`src/rtl/fw_ram_scrubber_pkg.sv`:
```
// Shared definitions for the FW RAM scrubber: FSM encoding, byte-enable
// constants and the default fill pattern.
package fw_ram_scrubber_pkg;

  typedef enum logic [2:0] {
    ST_IDLE    = 3'd0,
    ST_WR_REQ  = 3'd1,
    ST_WR_WAIT = 3'd2,
    ST_RD_REQ  = 3'd3,
    ST_RD_WAIT = 3'd4,
    ST_FINISH  = 3'd5
  } state_t;

  localparam logic [3:0]  WE_ALL       = 4'hf;
  localparam logic [3:0]  WE_NONE      = 4'h0;
  localparam logic [31:0] FILL_DEFAULT = 32'h0;

endpackage

```
`src/rtl/fw_ram_scrubber_timeout.sv`:
```
// Ready watchdog: counts wait cycles without an acknowledge and flags the
// cycle in which the budget of TIMEOUT wait cycles is used up.
module fw_ram_scrubber_timeout #(
  parameter int TIMEOUT = 15
) (
  input  logic clk,
  input  logic reset_n,
  input  logic clear,
  input  logic enable,
  output logic expired
);

  logic [3:0] cnt;

  always_ff @(posedge clk or negedge reset_n) begin
    if (!reset_n)    cnt <= 4'h0;
    else if (clear)  cnt <= 4'h0;
    else if (enable) cnt <= cnt + 4'h1;
  end

  // Combinational so the FSM can leave on the TIMEOUT-th silent wait cycle.
  assign expired = enable && (cnt == 4'(TIMEOUT - 1));

endmodule

```
`src/rtl/fw_ram_scrubber.sv`:
```
// FW RAM scrubber: fills every word with FILL_VALUE, reads each back and
// reports the first failing address (mismatch or missing acknowledge).
module fw_ram_scrubber
  import fw_ram_scrubber_pkg::*;
#(
  parameter int          ADDR_WIDTH = 8,
  parameter int          DEPTH      = 256,
  parameter logic [31:0] FILL_VALUE = FILL_DEFAULT,
  parameter int          TIMEOUT    = 15
) (
  input  logic                  clk,
  input  logic                  reset_n,
  input  logic                  start,
  output logic                  busy,
  output logic                  done,
  output logic                  error,
  output logic [ADDR_WIDTH-1:0] err_addr,
  output logic                  ram_cs,
  output logic [3:0]            ram_we,
  output logic [ADDR_WIDTH-1:0] ram_address,
  output logic [31:0]           ram_write_data,
  input  logic [31:0]           ram_read_data,
  input  logic                  ram_ready
);

  state_t                state;
  logic [ADDR_WIDTH-1:0] addr;
  logic [ADDR_WIDTH-1:0] addr_nxt;
  logic                  in_wait;
  logic                  last;
  logic                  expired;

  assign in_wait  = (state == ST_WR_WAIT) || (state == ST_RD_WAIT);
  assign last     = (addr == ADDR_WIDTH'(DEPTH - 1));
  assign addr_nxt = addr + ADDR_WIDTH'(1);

  fw_ram_scrubber_timeout #(.TIMEOUT(TIMEOUT)) u_timeout (
    .clk     (clk),
    .reset_n (reset_n),
    .clear   (!in_wait),
    .enable  (in_wait && !ram_ready),
    .expired (expired)
  );

  // Outputs are loaded on the transition into a state so every output is a flop.
  always_ff @(posedge clk or negedge reset_n) begin
    if (!reset_n) begin
      state          <= ST_IDLE;
      addr           <= '0;
      busy           <= 1'b0;
      done           <= 1'b0;
      error          <= 1'b0;
      err_addr       <= '0;
      ram_cs         <= 1'b0;
      ram_we         <= WE_NONE;
      ram_address    <= '0;
      ram_write_data <= '0;
    end else begin
      done           <= 1'b0;
      ram_cs         <= 1'b0;
      ram_we         <= WE_NONE;
      ram_write_data <= '0;
      unique case (state)
        ST_IDLE: begin
          if (start) begin
            error          <= 1'b0;
            err_addr       <= '0;
            addr           <= '0;
            busy           <= 1'b1;
            ram_cs         <= 1'b1;
            ram_we         <= WE_ALL;
            ram_address    <= '0;
            ram_write_data <= FILL_VALUE;
            state          <= ST_WR_REQ;
          end
        end
        ST_WR_REQ: state <= ST_WR_WAIT;
        ST_WR_WAIT: begin
          if (ram_ready) begin
            ram_cs <= 1'b1;
            if (last) begin
              addr        <= '0;
              ram_address <= '0;
              state       <= ST_RD_REQ;
            end else begin
              addr           <= addr_nxt;
              ram_address    <= addr_nxt;
              ram_we         <= WE_ALL;
              ram_write_data <= FILL_VALUE;
              state          <= ST_WR_REQ;
            end
          end else if (expired) begin
            if (!error) begin
              error    <= 1'b1;
              err_addr <= addr;
            end
            busy  <= 1'b0;
            done  <= 1'b1;
            state <= ST_FINISH;
          end
        end
        ST_RD_REQ: state <= ST_RD_WAIT;
        ST_RD_WAIT: begin
          if (ram_ready) begin
            if ((ram_read_data != FILL_VALUE) && !error) begin
              error    <= 1'b1;
              err_addr <= addr;
            end
            if (last) begin
              busy  <= 1'b0;
              done  <= 1'b1;
              state <= ST_FINISH;
            end else begin
              addr        <= addr_nxt;
              ram_address <= addr_nxt;
              ram_cs      <= 1'b1;
              state       <= ST_RD_REQ;
            end
          end else if (expired) begin
            if (!error) begin
              error    <= 1'b1;
              err_addr <= addr;
            end
            busy  <= 1'b0;
            done  <= 1'b1;
            state <= ST_FINISH;
          end
        end
        ST_FINISH: state <= ST_IDLE;
        default:   state <= ST_IDLE;
      endcase
    end
  end

endmodule

```
`config.mk`:
```
export PLATFORM = sky130hd
export DESIGN_NAME = fw_ram_scrubber
export DESIGN_NICKNAME = d
export VERILOG_FILES = /design/src/rtl/fw_ram_scrubber_pkg.sv /design/src/rtl/fw_ram_scrubber_timeout.sv /design/src/rtl/fw_ram_scrubber.sv
export SDC_FILE = /design/constraint.sdc
export NUM_CORES = 1
export LEC_CHECK = 0
export ABC_CLOCK_PERIOD_IN_PS = 2800
export CAP_MARGIN = 40
export CORE_ASPECT_RATIO = 0.5
export CORE_MARGIN = 3
export CORE_UTILIZATION = 40
export DETAILED_ROUTE_END_ITERATION = 8
export GPL_ROUTABILITY_DRIVEN = 0
export PLACE_DENSITY = 0.77
export SETUP_SLACK_MARGIN = 0.4
export SYNTH_ARGS = -nofsm -noshare
export SYNTH_HDL_FRONTEND = slang
export SYNTH_HIERARCHICAL = 1
export SYNTH_SLANG_ARGS = --single-unit
```
`constraint.sdc`:
```
create_clock -name clk -period 2.8 [get_ports clk]
set_input_delay 0.28 -clock clk [delete_from_list [all_inputs] [get_ports clk]]
set_output_delay 0.28 -clock clk [all_outputs]
set_load 0.01 [all_outputs]
```
; After elaboration in Yosys (flattened, before gate mapping)
; Index checks and enable logic that the tools add are counted.
[totals]
input_bits = 36
output_inout_bits = 56
register_bits = 31
[op_classes]
reduce_logical = 12
n_addsub = 2
mux = 47
eq_ne = 14
[op_table]
columns = op, n
row1 = 8-bit two-way mux, 10
row2 = 8-bit one-hot mux with 3 select lines, 2
row3 = 32-bit nonzero test, 1
row4 = 4-bit two-way mux, 5
row5 = 1-bit two-way mux, 18
row6 = 3-bit two-way mux, 5
row7 = 3-bit one-hot mux with 5 select lines, 1
row8 = 2-bit != test (second input constant), 5
row9 = 1-bit one-hot mux with 3 select lines, 3
row10 = 8-bit by 1-bit adder with 8-bit output (second input constant), 1
row11 = 8-bit equality test (second input constant), 1
row12 = 4-bit one-hot mux with 2 select lines, 1
row13 = 4-bit AND reduction, 2
row14 = 3-bit by 2-bit equality test with 1-bit output (second input constant), 2
row15 = 5-bit AND reduction, 1
row16 = 4-bit by 1-bit adder with 4-bit output (second input constant), 1
row17 = 4-bit equality test (second input constant), 1
row18 = 3-bit by 1-bit equality test with 1-bit output (second input constant), 1
row19 = 3-bit equality test (second input constant), 1
row20 = 1-bit logical AND, 3
row21 = 3-bit zero test, 1
row22 = 3-bit by 2-bit != test with 1-bit output (second input constant), 1
row23 = 3-bit != test (second input constant), 1
row24 = 3-bit nonzero test, 1
row25 = 5 further kinds, 6

; Depth between registers and ports, before layout
[logic_depth]
ltp_word = 7
mapped_depth = 10
depth_no_buf = 9

; Modules after synthesis
; Netlist, hierarchy kept.
[modules_own_cells]
columns = module, cells_each, instances, seq_area_each_um2, area_per_inst_um2
row1 = fw_ram_scrubber, 166, 1, 600.6, 1535.2
row2 = fw_ram_scrubber_timeout, 20, 1, 100.1, 222.7

; Worst setup path after synthesis
; No wires, ideal clock.
[synth_path]
kind = flip-flop to flip-flop
from = reg state[1]
to = reg err_addr[0]
stages_incl_launch_ff = 11
arrival_ps = 2465
setup_slack_ps = 214
required_ps = 2679
path_buffers = 1
cell_sequence = dfrtp_1 -> buf_4 -> xor2_1 -> nand2b_1 -> nor2_1 -> and4_1 -> or2_2 -> o211ai_1 -> or2_0 -> a211o_1 -> a22o_1
[synth_between]
elab_chain_cells = 7
word_cells_on_any_way = 15
cone_classes = 5 x eq/ne / 4 x mux / 6 x reduce/logical
[synth_lines]
columns = item, line
row1 = from (decl), fw_ram_scrubber.sv:26  ; state_t state;
row2 = from (signal assigned), fw_ram_scrubber.sv:48  ; state <= ST_IDLE;
row3 = from (signal assigned), fw_ram_scrubber.sv:74  ; state <= ST_WR_REQ;
row4 = from (signal assigned), fw_ram_scrubber.sv:77  ; ST_WR_REQ: state <= ST_WR_WAIT;
row5 = 3-bit by 2-bit equality test with 1-bit output or 3-bit equality test (tied branches), fw_ram_scrubber.sv:33  ; assign in_wait = (state == ST_WR_WAIT) || (state == ST_RD_WAIT);
row6 = 1-bit logical OR (*), fw_ram_scrubber.sv:33
row7 = 1-bit logical AND (*), fw_ram_scrubber.sv:41  ; .enable (in_wait && !ram_ready),
row8 = 1-bit logical AND (*), fw_ram_scrubber_timeout.sv:22  ; assign expired = enable && (cnt == 4'(TIMEOUT - 1));
row9 = named net expired, fw_ram_scrubber.sv:31  ; logic expired;
row10 = 8-bit two-way mux (*), n/a
row11 = "8-bit two-way mux, on equally long branches", n/a
row12 = 8-bit one-hot mux with 3 select lines (*), fw_ram_scrubber.sv:63  ; unique case (state)
row13 = to (signal assigned), fw_ram_scrubber.sv:95  ; err_addr <= addr;
row14 = to (signal assigned), fw_ram_scrubber.sv:107  ; err_addr <= addr;
row15 = to (signal assigned), fw_ram_scrubber.sv:122  ; err_addr <= addr;
row16 = to (decl), fw_ram_scrubber.sv:17  ; output logic [ADDR_WIDTH-1:0] err_addr,
; Mark *: on every way through the listed nets, which the timed path passes. The rest lies on a longest branch. The select of a mux whose other input is x is not followed.
; A chain may end at the register's enable or synchronous reset.

; Final worst setup path
[layout_path]
from = reg state[2]
to = reg err_addr[7]
; The elaborated chain is that of the path after synthesis.

==> flow_summary.yaml <==
outcome:
  status: "complete, no violations"
critical_path:
  arrival_ns: 2.56
  crit_type: "reg2reg"
  end_kind: "register"
  regToRegStartpoint: "state[2]"
  required_ns: 2.98
  r2r_setup_slack_ns: 0.42
  reg2reg_depth: 9
  crit-reg2reg-capture: "err_addr[7]"
  path_max_fanout: 8
  crit_path_start_kind: "register"
final_layout:
  register_area_um2: 703
  drive_gt1_share_pct: 11.7
  synthToLayoutAreaGrowth_pct: 38.2
  diodes: 0
  final_nets: 287
  multi_input_area_um2: 915
  fillers: 327
die:
  io_pins: 92
  coreArea_mm2: 0.00406
  die_x_um: 99.8
  rows: 16
  initial_core_util_pct: 43.3
  die_area_mm2: 0.00527
  fp.dieH_um: 52.9
clocking:
  insertion_delay_ns: 0.28
  root_buffer: "clkbuf_8"
  clock_path_buffers: 2
  cts_sinks: 28
  htreeDepth: 1
  clk_pin_slew_ns: 0.10
  cts_buffers: 3
  cts_tree: "built"
synthesis:
  synth_warnings: 6
  syn_area_mm2: 0.00176
  synth-seq-cells: 28
  synth_enable_flop_cells: 0
  synth_flop_cell: "dfrtp_1"
  syn_inst: 186
  ys_types: 50
  synthArstFlopShare_pct: 100
  avgSynthCellArea_um2: 9.45
  yosysSeqAreaShare_pct: 39.9
timing:
  rsz0062_at_grt: "true"
  max_freq_ghz: 0.420
  fin_setup_tns_ns: 0
  period_share_pct: 85.0
  worst_slew_pin_slew_ns: 0.582
  slew_headroom_pct: 60.9
  min_period_ns: 2.38
  hold_viol: 0
  holdWs_ns: 0.366
  finalClockSkew_ns: 0.00730
  drv_slew: 0
  setup_viol: 0
worst_hold_path:
  hp-class: "in2async"
global_routing:
  first_global_vias: 1403
  grt_pass1_wl_um: 6900
  grt_remaining_overflow: 0
  grt_usage_pct: 16.6
  grt_max_degree: 29
  grt_antenna_before_repair: 0
place:
  io_buffer_count: 59
  hpwl_um: 3290
run:
  drv_cap: 0
drt:
  first_iter_violations: 85
  wl_per_cell_um: 14.1
  drc_errors: 0
  finalWirelength_um: 4250
  viasPerCell: 5.01
  vias: 1508
  ant_nets: 0
  first_pass_iters: 5
pwr:
  p_leak_nw: 1.03
  p_per_area_mw_per_mm2: 664
  ir_worst_vdd_mv: 0.299
==> cells in the mapped netlist (2+ instances only) <==
cell      instances  area share, %
buf_4            37             16
dfrtp_1          28             40
nor2_1           11            2.3
a21oi_1           9            2.6
nor4_1            9            3.2
a22o_1            8            4.0
nand2_1           8            1.7
o21ai_0           7            2.0
inv_1             6            1.3
nand4_1           5            1.8
nand3_1           4            1.1
xnor2_1           4            2.0
ha_1              3            2.1
nand2b_1          3            1.1
nor3_1            3           0.85
and2_1            2           0.71
nand3b_1          2           0.85
nor2b_1           2           0.71
o22ai_1           2           0.71
or2_2             2           0.71
or3_1             2           0.71
==> how the worst max path moves through the flow <==
stage | endpoint | slack (ns) | start
after floorplan | err_addr[0] | 0.44 | state[1]
after global placement | err_addr[5] | 0.31 | state[1]
after detailed placement | err_addr[4] | 0.21 | state[1]
after CTS | err_addr[0] | 0.42 | state[1]
after global routing | err_addr[7] | 0.36 | state[2]
final | err_addr[7] | 0.42 | state[2]
==> metrics by stage <==
step           worst slack [ns]  cell area [µm²]  std cells  total power, mW  utilization, %
2_1_floorplan             0.441             1900        217             1.02               -
3_3_place_gp              0.307             2270        292             1.18            56.0
3_5_place_dp              0.207             2270        292             1.20            56.0
4_1_cts                   0.419             2390        299             1.57            58.9
5_1_grt                   0.358             2430        301             1.71            59.8
6_report                  0.420             2430        301             1.61            59.8
==> metal layers <==
| layer | vias up | wire (µm) | track usage (%) |
|---|---|---|---|
| met5 | - | 0 | 0 |
| met4 | 0 | 6 | 2.49 |
| met3 | 2 | 294 | 2.89 |
| met2 | 58 | 2180 | 29.5 |
| met1 | 727 | 1770 | 21.9 |
| li1 | 721 | - | - |
==> report_power, final <==
| part | internal [mW] | switching (mW) | total (mW) |
|---|---|---|---|
| sequential | 0.472 | 0.0767 | 0.549 |
| clock | 0.192 | 0.126 | 0.318 |
| combinational | 0.364 | 0.384 | 0.748 |
==> layout by cell type, fill, tap and decap left out, types with 6 or more instances in the layout <==
cell type,count
a21oi_1,9
a22o_1,8
buf_4,8
clkdlybuf4s50_1,59
conb_1,32
dfrtp_1,26
inv_1,6
nand2_1,8
nor2_1,10
nor4_1,8
o21ai_0,7
==> state kept, by name, indices dropped and copies added, names as in the netlist <==
signal	cells
error	1
ram_cs	1
ram_we	1
err_addr	8
state	3
done	1
addr	8
u_timeout/cnt	4
busy	1
==> layout make-up <==
type	count	area share, %
clock inverters	1	1.24
repair buffers	67	26.8
flip-flops and latches	28	28.9
clock buffers	3	1.70
inverters	6	0.927
well taps	54	2.78
multi-input cells	142	37.6
==> critical path: stages (launching register included) <==
cell and delay, ns:
dfrtp_2 0.45, xor2_4 0.21, nand2b_4 0.10, nor2_4 0.09, and4_4 0.24, or2_4 0.13
o211ai_1 0.18, or2_1 0.29, a211o_4 0.38, a22o_1 0.20
==> cell families (layout without fill, tap and decap cells) <==
logic type	after synthesis	in the layout	synth area share, %
xor gates and xnor gates	5	5	2.49
DFF	28	28	39.9
AOI/OAI and AO/OA	38	38	15.0
other	1	32	0.213
and+or+nand+nor	62	62	20.4
muxes	2	2	1.42
buffers and inverters	47	77	18.5
adders and majority gates	3	3	2.14
==> what timing repair did <==
action                     4_1_cts  5_1_grt
pin swaps                        2        7
hold buffers                     0        0
gates resized for setup          5        6
buffers inserted                 3        2
setup endpoints to repair        8       10
Note: power is estimated with default switching activity, not from simulation.
